==> config.mk <==
export PLATFORM = sky130hd
export DESIGN_NAME = regfile_wr_arbiter
export DESIGN_NICKNAME = d
export VERILOG_FILES = /design/src/rtl/cpu_pkg.sv /design/src/rtl/rr_arbiter.sv /design/src/rtl/regfile_wr_arbiter.sv
export SDC_FILE = /design/constraint.sdc
export NUM_CORES = 1
export LEC_CHECK = 0
export CAP_MARGIN = 20
export CORE_MARGIN = 2
export CORE_UTILIZATION = 41
export DETAILED_ROUTE_END_ITERATION = 8
export MAX_ROUTING_LAYER = met4
export PLACE_DENSITY = 0.88
export SLEW_MARGIN = 20
export SYNTH_ARGS = -nofsm -noshare
export SYNTH_HDL_FRONTEND = slang
export SYNTH_SLANG_ARGS = --single-unit
export TNS_END_PERCENT = 100
==> constraint.sdc <==
create_clock -name clk -period 5.16 [get_ports clk]
set_clock_uncertainty 0.05 [all_clocks]
set_input_delay 0.516 -clock clk [delete_from_list [all_inputs] [get_ports clk]]
set_output_delay 0.516 -clock clk [all_outputs]
set_load 0.02 [all_outputs]
==> src/rtl/cpu_pkg.sv <==
// Shared CPU constants: datapath widths and writeback requester indices.
package cpu_pkg;

    localparam int DW       = 16;
    localparam int AW       = 3;
    localparam int NREQ_WB  = 4;

    localparam int REQ_ALU  = 0;
    localparam int REQ_LOAD = 1;
    localparam int REQ_MUL  = 2;
    localparam int REQ_DBG  = 3;

endpackage

==> src/rtl/rr_arbiter.sv <==
// Rotating-priority picker: first set request at or after ptr, wrapping at N.
module rr_arbiter #(
    parameter int N  = 4,
    parameter int IW = $clog2(N)
) (
    input  logic [N-1:0]  req_i,
    input  logic [IW-1:0] ptr_i,
    output logic [N-1:0]  gnt_o,
    output logic [IW-1:0] gnt_idx_o,
    output logic          gnt_v_o
);

    logic [IW:0]   sum;
    logic [IW-1:0] idx;

    always_comb begin
        gnt_o     = '0;
        gnt_idx_o = '0;
        gnt_v_o   = 1'b0;
        sum       = '0;
        idx       = '0;
        for (int k = 0; k < N; k++) begin
            // Modulo-N add so non-power-of-two N wraps correctly.
            sum = {1'b0, ptr_i} + (IW+1)'(k);
            if (sum >= (IW+1)'(N)) sum = sum - (IW+1)'(N);
            idx = sum[IW-1:0];
            if (!gnt_v_o && req_i[idx]) begin
                gnt_v_o     = 1'b1;
                gnt_o[idx]  = 1'b1;
                gnt_idx_o   = idx;
            end
        end
    end

endmodule

==> src/rtl/regfile_wr_arbiter.sv <==
// Round-robin arbiter sharing the register-file write port among writeback
// sources, with one registered output stage that the core can stall.
module regfile_wr_arbiter
    import cpu_pkg::*;
#(
    parameter int NREQ    = cpu_pkg::NREQ_WB,
    parameter int DW      = cpu_pkg::DW,
    parameter int AW      = cpu_pkg::AW,
    parameter int ZERO_RO = 1,
    parameter int IW      = $clog2(NREQ)
) (
    input  logic               clk,
    input  logic               rst_n,
    input  logic [NREQ-1:0]    req_valid,
    output logic [NREQ-1:0]    req_ready,
    input  logic [NREQ*AW-1:0] req_addr,
    input  logic [NREQ*DW-1:0] req_data,
    input  logic               rf_stall,
    output logic               rf_we,
    output logic [AW-1:0]      rf_waddr,
    output logic [DW-1:0]      rf_wdata,
    output logic [IW-1:0]      grant_id,
    output logic               idle
);

    logic          out_v_q, out_v_d;
    logic [AW-1:0] out_addr_q, out_addr_d;
    logic [DW-1:0] out_data_q, out_data_d;
    logic [IW-1:0] out_id_q, out_id_d;
    logic [IW-1:0] rr_ptr_q, rr_ptr_d;

    logic [NREQ-1:0] gnt;
    logic [IW-1:0]   gnt_idx;
    logic            gnt_v;
    logic            accept, xfer, retire;

    rr_arbiter #(.N(NREQ), .IW(IW)) u_arb (
        .req_i     (req_valid),
        .ptr_i     (rr_ptr_q),
        .gnt_o     (gnt),
        .gnt_idx_o (gnt_idx),
        .gnt_v_o   (gnt_v)
    );

    // The stage can load whenever it is empty or draining this cycle.
    assign accept    = ~out_v_q | ~rf_stall;
    assign retire    = out_v_q & ~rf_stall;
    assign xfer      = accept & gnt_v;
    assign req_ready = accept ? gnt : '0;

    always_comb begin
        out_v_d    = out_v_q;
        out_addr_d = out_addr_q;
        out_data_d = out_data_q;
        out_id_d   = out_id_q;
        rr_ptr_d   = rr_ptr_q;
        if (xfer) begin
            out_v_d    = 1'b1;
            out_addr_d = req_addr[int'(gnt_idx)*AW +: AW];
            out_data_d = req_data[int'(gnt_idx)*DW +: DW];
            out_id_d   = gnt_idx;
            rr_ptr_d   = (gnt_idx == IW'(NREQ-1)) ? '0 : gnt_idx + 1'b1;
        end else if (retire) begin
            out_v_d = 1'b0;
        end
    end

    always_ff @(posedge clk or negedge rst_n) begin
        if (!rst_n) begin
            out_v_q    <= 1'b0;
            out_addr_q <= '0;
            out_data_q <= '0;
            out_id_q   <= '0;
            rr_ptr_q   <= '0;
        end else begin
            out_v_q    <= out_v_d;
            out_addr_q <= out_addr_d;
            out_data_q <= out_data_d;
            out_id_q   <= out_id_d;
            rr_ptr_q   <= rr_ptr_d;
        end
    end

    // Register 0 is hardwired: its writes retire normally but never strobe the file.
    assign rf_we    = out_v_q & ~rf_stall & ~((ZERO_RO != 0) && (out_addr_q == '0));
    assign rf_waddr = out_addr_q;
    assign rf_wdata = out_data_q;
    assign grant_id = out_id_q;
    assign idle     = ~out_v_q & ~|req_valid;

endmodule

==> results of run 1 <==
-- cells by family after synthesis --
logic type	synth area share, %
compound gates	24.9
xor+xnor	0.676
fa+ha+maj	3.38
buf+inv	8.79
flops	23.2
mux	11.5
simple gates	27.5
-- critical path: stages, from the launching register on --
cell and delay [ns]:
dfrtp_1 0.59, inv_1 0.21, ha_1 0.46, mux4_2 0.45, nor2b_4 0.51, a221o_1 0.24
o21ai_0 0.08, a21oi_1 0.19, clkdlybuf4s50_1 0.62
-- metal layers --
metal	vias up	track usage (%)	share of wire, %
met2	187	40.2	48
met5	-	-	0
met4	0	4.40	1.1
met1	1387	31.9	42
met3	12	4.35	8.5
li1	1342	-	-
-- metrics by stage --
stage,std cells,hold WS [ns],cell area [sq um]
4_1_cts,468,0.447,3650
5_1_grt,468,0.214,3640
2_1_floorplan,310,0.170,2590
3_3_place_gp,464,0.415,3590
3_5_place_dp,464,0.424,3590
6_report,468,0.181,3640
-- cell usage after synthesis (2+ instances only) --
| cell type | n |
|---|---|
| o211ai_2 | 10 |
| nand4_1 | 19 |
| nand3b_1 | 2 |
| nor3_1 | 2 |
| nand2b_1 | 3 |
| buf_4 | 2 |
| nor2_1 | 4 |
| o211ai_1 | 10 |
| dfrtp_1 | 24 |
| mux4_2 | 3 |
| mux2i_1 | 22 |
| nand2_1 | 32 |
| buf_2 | 8 |
| nand3_1 | 40 |
| inv_1 | 3 |
| and2_1 | 2 |
| buf_12 | 2 |
| buf_6 | 5 |
| or3b_1 | 2 |
| a221o_1 | 4 |
| and3_1 | 19 |
| ha_1 | 7 |
| a211o_1 | 19 |
| a21oi_1 | 6 |
| o21ai_0 | 26 |
| a2111oi_0 | 2 |
| buf_1 | 2 |
| clkbuf_1 | 14 |
-- layout make-up --
type | count | area (sq um) | share of cell area [%]
multi-input cells | 249 | 1770 | 48.5
repair buffers | 113 | 1120 | 30.6
flip-flops and latches | 24 | 602 | 16.5
well taps | 75 | 93.8 | 2.58
clock buffers | 4 | 55.1 | 1.51
inverters | 3 | 11.3 | 0.309
-- registers in the layout (all words and copies together), names as in the netlist --
signal	flops
rf_waddr	3
rf_wdata	16
grant_id	2
rr_ptr_q	2
out_v_q	1
-- final timing paths --
path                                                  to               startpoint  slack, ns  cells past startpoint
max in group asynchronous        rr_ptr_q[0]$_DFFE_PN0P_                    rst_n       4.48                      1
worst max register to register   rf_wdata[0]$_DFFE_PN0P_  rr_ptr_q[1]$_DFFE_PN0P_       1.11                      8
min in group clk                 grant_id[1]$_DFFE_PN0P_  grant_id[1]$_DFFE_PN0P_       0.44                      2
worst min-delay path            rf_wdata[13]$_DFFE_PN0P_                    rst_n       0.18                      1
worst min register to register   grant_id[1]$_DFFE_PN0P_  grant_id[1]$_DFFE_PN0P_       0.44                      2
worst max-delay path                        req_ready[2]  rr_ptr_q[1]$_DFFE_PN0P_       0.97                      8
-- where the power goes --
group,internal [uW],switching [uW]
sequential,282,63.0
clock,68.2,65.0
combinational,720,968
total,1070,1100
==> results_dict.tcl, run 1 <==
set metrics [dict create \
    clock-root-buffer "clkbuf_8" \
    post_drt_via_cell_ratio 6.26 \
    layout.cells.most_common "clkdlybuf4s50_1" \
    worstPathArrival_ns 3.63 \
    ios 110 \
    synth_flop_cell "dfrtp_1" \
    ant_nets 0 \
    postCtsSetupBuffers 0 \
    drt_iter0_drc 256 \
    portBuffers 109 \
    fin_crit_ns 4.19 \
    setup-tns-final_ns 0 \
    setup_viol 0 \
    leakagePower_uw 0.00150 \
    yosys_register_bits 24 \
    async_flop_share_pct 100 \
    synth_top_area_share_pct 23.2 \
    chipWidth_um 83.5 \
    critPathKind "reg2out" \
    hold_viol_final 0 \
    synth_top_area_cell "dfrtp_1" \
    slew_viol_final 0 \
    grt_pass1_vias 2759 \
    gp_congestion 0.891 \
    final_cell_mix "clkdlybuf4s50_1 (108), nand3_1 (40), nand2_1 (32)" \
    ctsResizeCount 0 \
    setup_ws_ns 0.965 \
    synthToLayoutAreaGrowth_pct 40.7 \
    cts_made_buffers 3 \
    max_freq_ghz 0.238 \
    rows 28 \
    relSlewSlack_pct 34.3 \
    post_drt_wl_per_cell_um 18.0 \
    synth-edff-count 0 \
    cts_buffer_depth 2 \
    vias 2928 \
    seq_area_frac_synth_pct 23.2 \
    hpwl_um 5850 \
    syn_inst 310 \
    clk_pin_slew_ns 0.09 \
    cp-start-kind "register" \
    hp-class "in2async" \
    die_h_um 83.5 \
    p_per_area_nw_per_um2 595 \
    first_pass_iters 6 \
    die_area_sq_um 6970 \
    worst_setup_path_end_kind "output pin" \
    finalCritPeriodShare_pct 81.3 \
    hold_buffers 0 \
    drc_errors 0 \
    ys_warn_count 0 \
    antennaDiodeCount 0 \
    critPathRequiredTime_ns 4.59 \
    layout.nets 484 \
    clock_sinks 24 \
    htree_levels 1 \
    irDropWorstVdd_mv 0.431 \
    core_sq_um 6030 \
    fillerInstances 528 \
    place_ws_ns 1.15 \
    post_synth_instance_area_sq_um 2590 \
    tightest_slew_ns 0.985 \
    cts_tree "done" \
    max_cap_violations 0 \
    grt_usage_pct 24.4 \
    clkLatencyLatePin_ns 0.27 \
    overflow 0 \
    yosys-top-cells-area "dfrtp_1 (23%), mux2i_1 (8.5%), nand3_1 (7.7%)" \
    fin_util_pct 60.5 \
    grt_pass1_wl_um 13700 \
    cp_max_fo 25 \
    outcome "complete, no violations" \
    wirelength_um 8420 \
    layout-drive-gt1-share_pct 7.89 \
    synth.distinct_cells 44 \
    power_uw 2170 \
    avgSynthCellArea_sq_um 8.35 \
    initial_core_util_pct 43.0 \
    syn_nets 400 \
    grt_max_degree 56 \
    rsz0062_at_grt "no" \
    grt_antenna_before_repair 0 \
]
Note: power is estimated with default switching activity, not from simulation.
==> run 2: changes to the inputs <==
CORE_UTILIZATION = 39   (was 41)
PLACE_DENSITY = 0.87   (was 0.88)
clock period = 3.6 ns   (was 5.16 ns; I/O delays follow)
==> results_dict.tcl, run 2 (synthesized netlist as in run 1, its figures left out) <==
set metrics [dict create \
    clock-root-buffer "clkbuf_8" \
    layout.nets 490 \
    setup_viol 0 \
    place_area_sq_um 3640 \
    final_cell_mix "clkdlybuf4s50_1 (107), nand3_1 (40), nand2_1 (32)" \
    setup-tns-final_ns 0 \
    slew_viol_final 0 \
    grt_antenna_before_repair 0 \
    slowest_stage "clkdlybuf4s50_1" \
    cts_made_buffers 3 \
    post_drt_via_cell_ratio 6.05 \
    core_sq_um 6390 \
    swShare_pct 49.7 \
    leakagePower_uw 0.00155 \
    hold_buffers 0 \
    relSlewSlack_pct 46.1 \
    cp_cell_sequence "inv_1 > ha_1 > or3b_1 > a2111oi_0 > or2_2 > nand2_1 > a21oi_1 > clkdlybuf4s50_1" \
    gp_congestion 0.878 \
    die_h_um 85.5 \
    dpl.cell_count 472 \
    htree_levels 1 \
    critPathRequiredTime_ns 3.19 \
    max_freq_ghz 0.294 \
    layout-drive-gt1-share_pct 9.27 \
    chipWidth_um 85.5 \
    p_seq_share_pct 15.3 \
    pwr-share-comb_pct 78.8 \
    final_cell_area_sq_um 3700 \
    grt_pass1_wl_um 13300 \
    p_int_uw 1580 \
    clock_sinks 24 \
    layout.cells.most_common "clkdlybuf4s50_1" \
    grt_pass1_vias 2754 \
    ios 110 \
    initial_core_util_pct 40.6 \
    cts_tree "done" \
    hp-class "in2async" \
    p_per_area_nw_per_um2 848 \
    portBuffers 109 \
    worst_setup_path_end_kind "output pin" \
    ant_nets 0 \
    tightest_slew_ns 0.807 \
    wirelength_um 8200 \
    clkLatencyLatePin_ns 0.27 \
    cp-start-kind "register" \
    switchingPower_uw 1560 \
    fin_crit_ns 3.40 \
    finalCritPeriodShare_pct 94.5 \
    hold_viol_final 0 \
    cp_max_fo 8 \
    critPathKind "reg2out" \
    drt_iter0_drc 397 \
    max_cap_violations 0 \
    instances_no_fill 476 \
    fin_util_pct 57.9 \
    grt_usage_pct 22.7 \
    largest_reg_flops 16 \
    rsz0062_at_grt "no" \
    grt_max_degree 56 \
    final-seq-area_sq_um 602 \
    outcome "complete, no violations" \
    first_pass_iters 5 \
    slowest_delay_ns 0.64 \
    vias 2881 \
    rows 29 \
    clk_pin_slew_ns 0.09 \
    clkPwrFrac_pct 5.9 \
    fillerInstances 560 \
    drc_errors 0 \
    post_drt_wl_per_cell_um 17.2 \
    hold_ws_ns 0.0185 \
    irDropWorstVdd_mv 0.492 \
    die_area_sq_um 7310 \
    synthToLayoutAreaGrowth_pct 42.8 \
    overflow 0 \
    hpwl_um 5870 \
    worstPathArrival_ns 2.99 \
    antennaDiodeCount 0 \
    multiInputGateArea_sq_um 1770 \
    cts_buffer_depth 2 \
]
-- run 2: routing by layer --
metal / wire [um] / global-route usage, %
met5: 0 / -
met2: 3970 / 37.1
met1: 3370 / 29.9
met3: 733 / 3.27
met4: 128 / 5.34
-- run 2: critical path, delay by kind of cell, from the launching register on --
family                     cells  cell delay [ns]
buffers and inverters          2             0.80
and+or+nand+nor                3             0.72
AOI/OAI and AO/OA              2             0.46
DFF                            1             0.41
adders and majority gates      1             0.35
-- run 2: cell type report --
cell class	count	share of cell area, %
Sequential cell	24	16.3
Tap cell	77	2.61
Clock buffer	4	1.49
Multi-Input combinational cell	249	47.7
Inverter	3	0.305
Timing Repair Buffer	119	31.6
-- run 2: worst paths after layout --
kind / start / to / slack (ns) / cells past startpoint
worst max register to register: rr_ptr_q[0]$_DFFE_PN0P_ / rf_wdata[2]$_DFFE_PN0P_ / 0.61 / 9
worst min-delay path: rst_n / rf_wdata[15]$_DFFE_PN0P_ / 0.02 / 1
min in group clk: rf_wdata[12]$_DFFE_PN0P_ / rf_wdata[12]$_DFFE_PN0P_ / 0.45 / 2
max in group asynchronous: rst_n / rr_ptr_q[0]$_DFFE_PN0P_ / 3.07 / 1
worst min register to register: rf_wdata[12]$_DFFE_PN0P_ / rf_wdata[12]$_DFFE_PN0P_ / 0.45 / 2
worst max-delay path: rr_ptr_q[0]$_DFFE_PN0P_ / req_ready[1] / 0.20 / 8
-- run 2: metrics by stage --
stage	total power, uW	setup slack [ns]
after floorplan	2330	0.855
after global placement	2850	0.416
after detailed placement	2940	0.339
after CTS	3140	0.139
after global routing	3390	0.00409
final	3130	0.196
-- run 2: timing repair --
action / 4_1_cts / 5_1_grt
endpoints found under the setup margin: 0 / 3
gates resized for setup: 0 / 2
buffers inserted: 0 / 0
-- run 2: power groups by stage --
stage	Sequential, uW	Clock, uW	Combinational, uW
CTS	477	191	2470
finish	480	186	2470
global placement	479	0	2370
global route	496	198	2690
floorplan	624	0	1710
detailed placement	483	0	2460
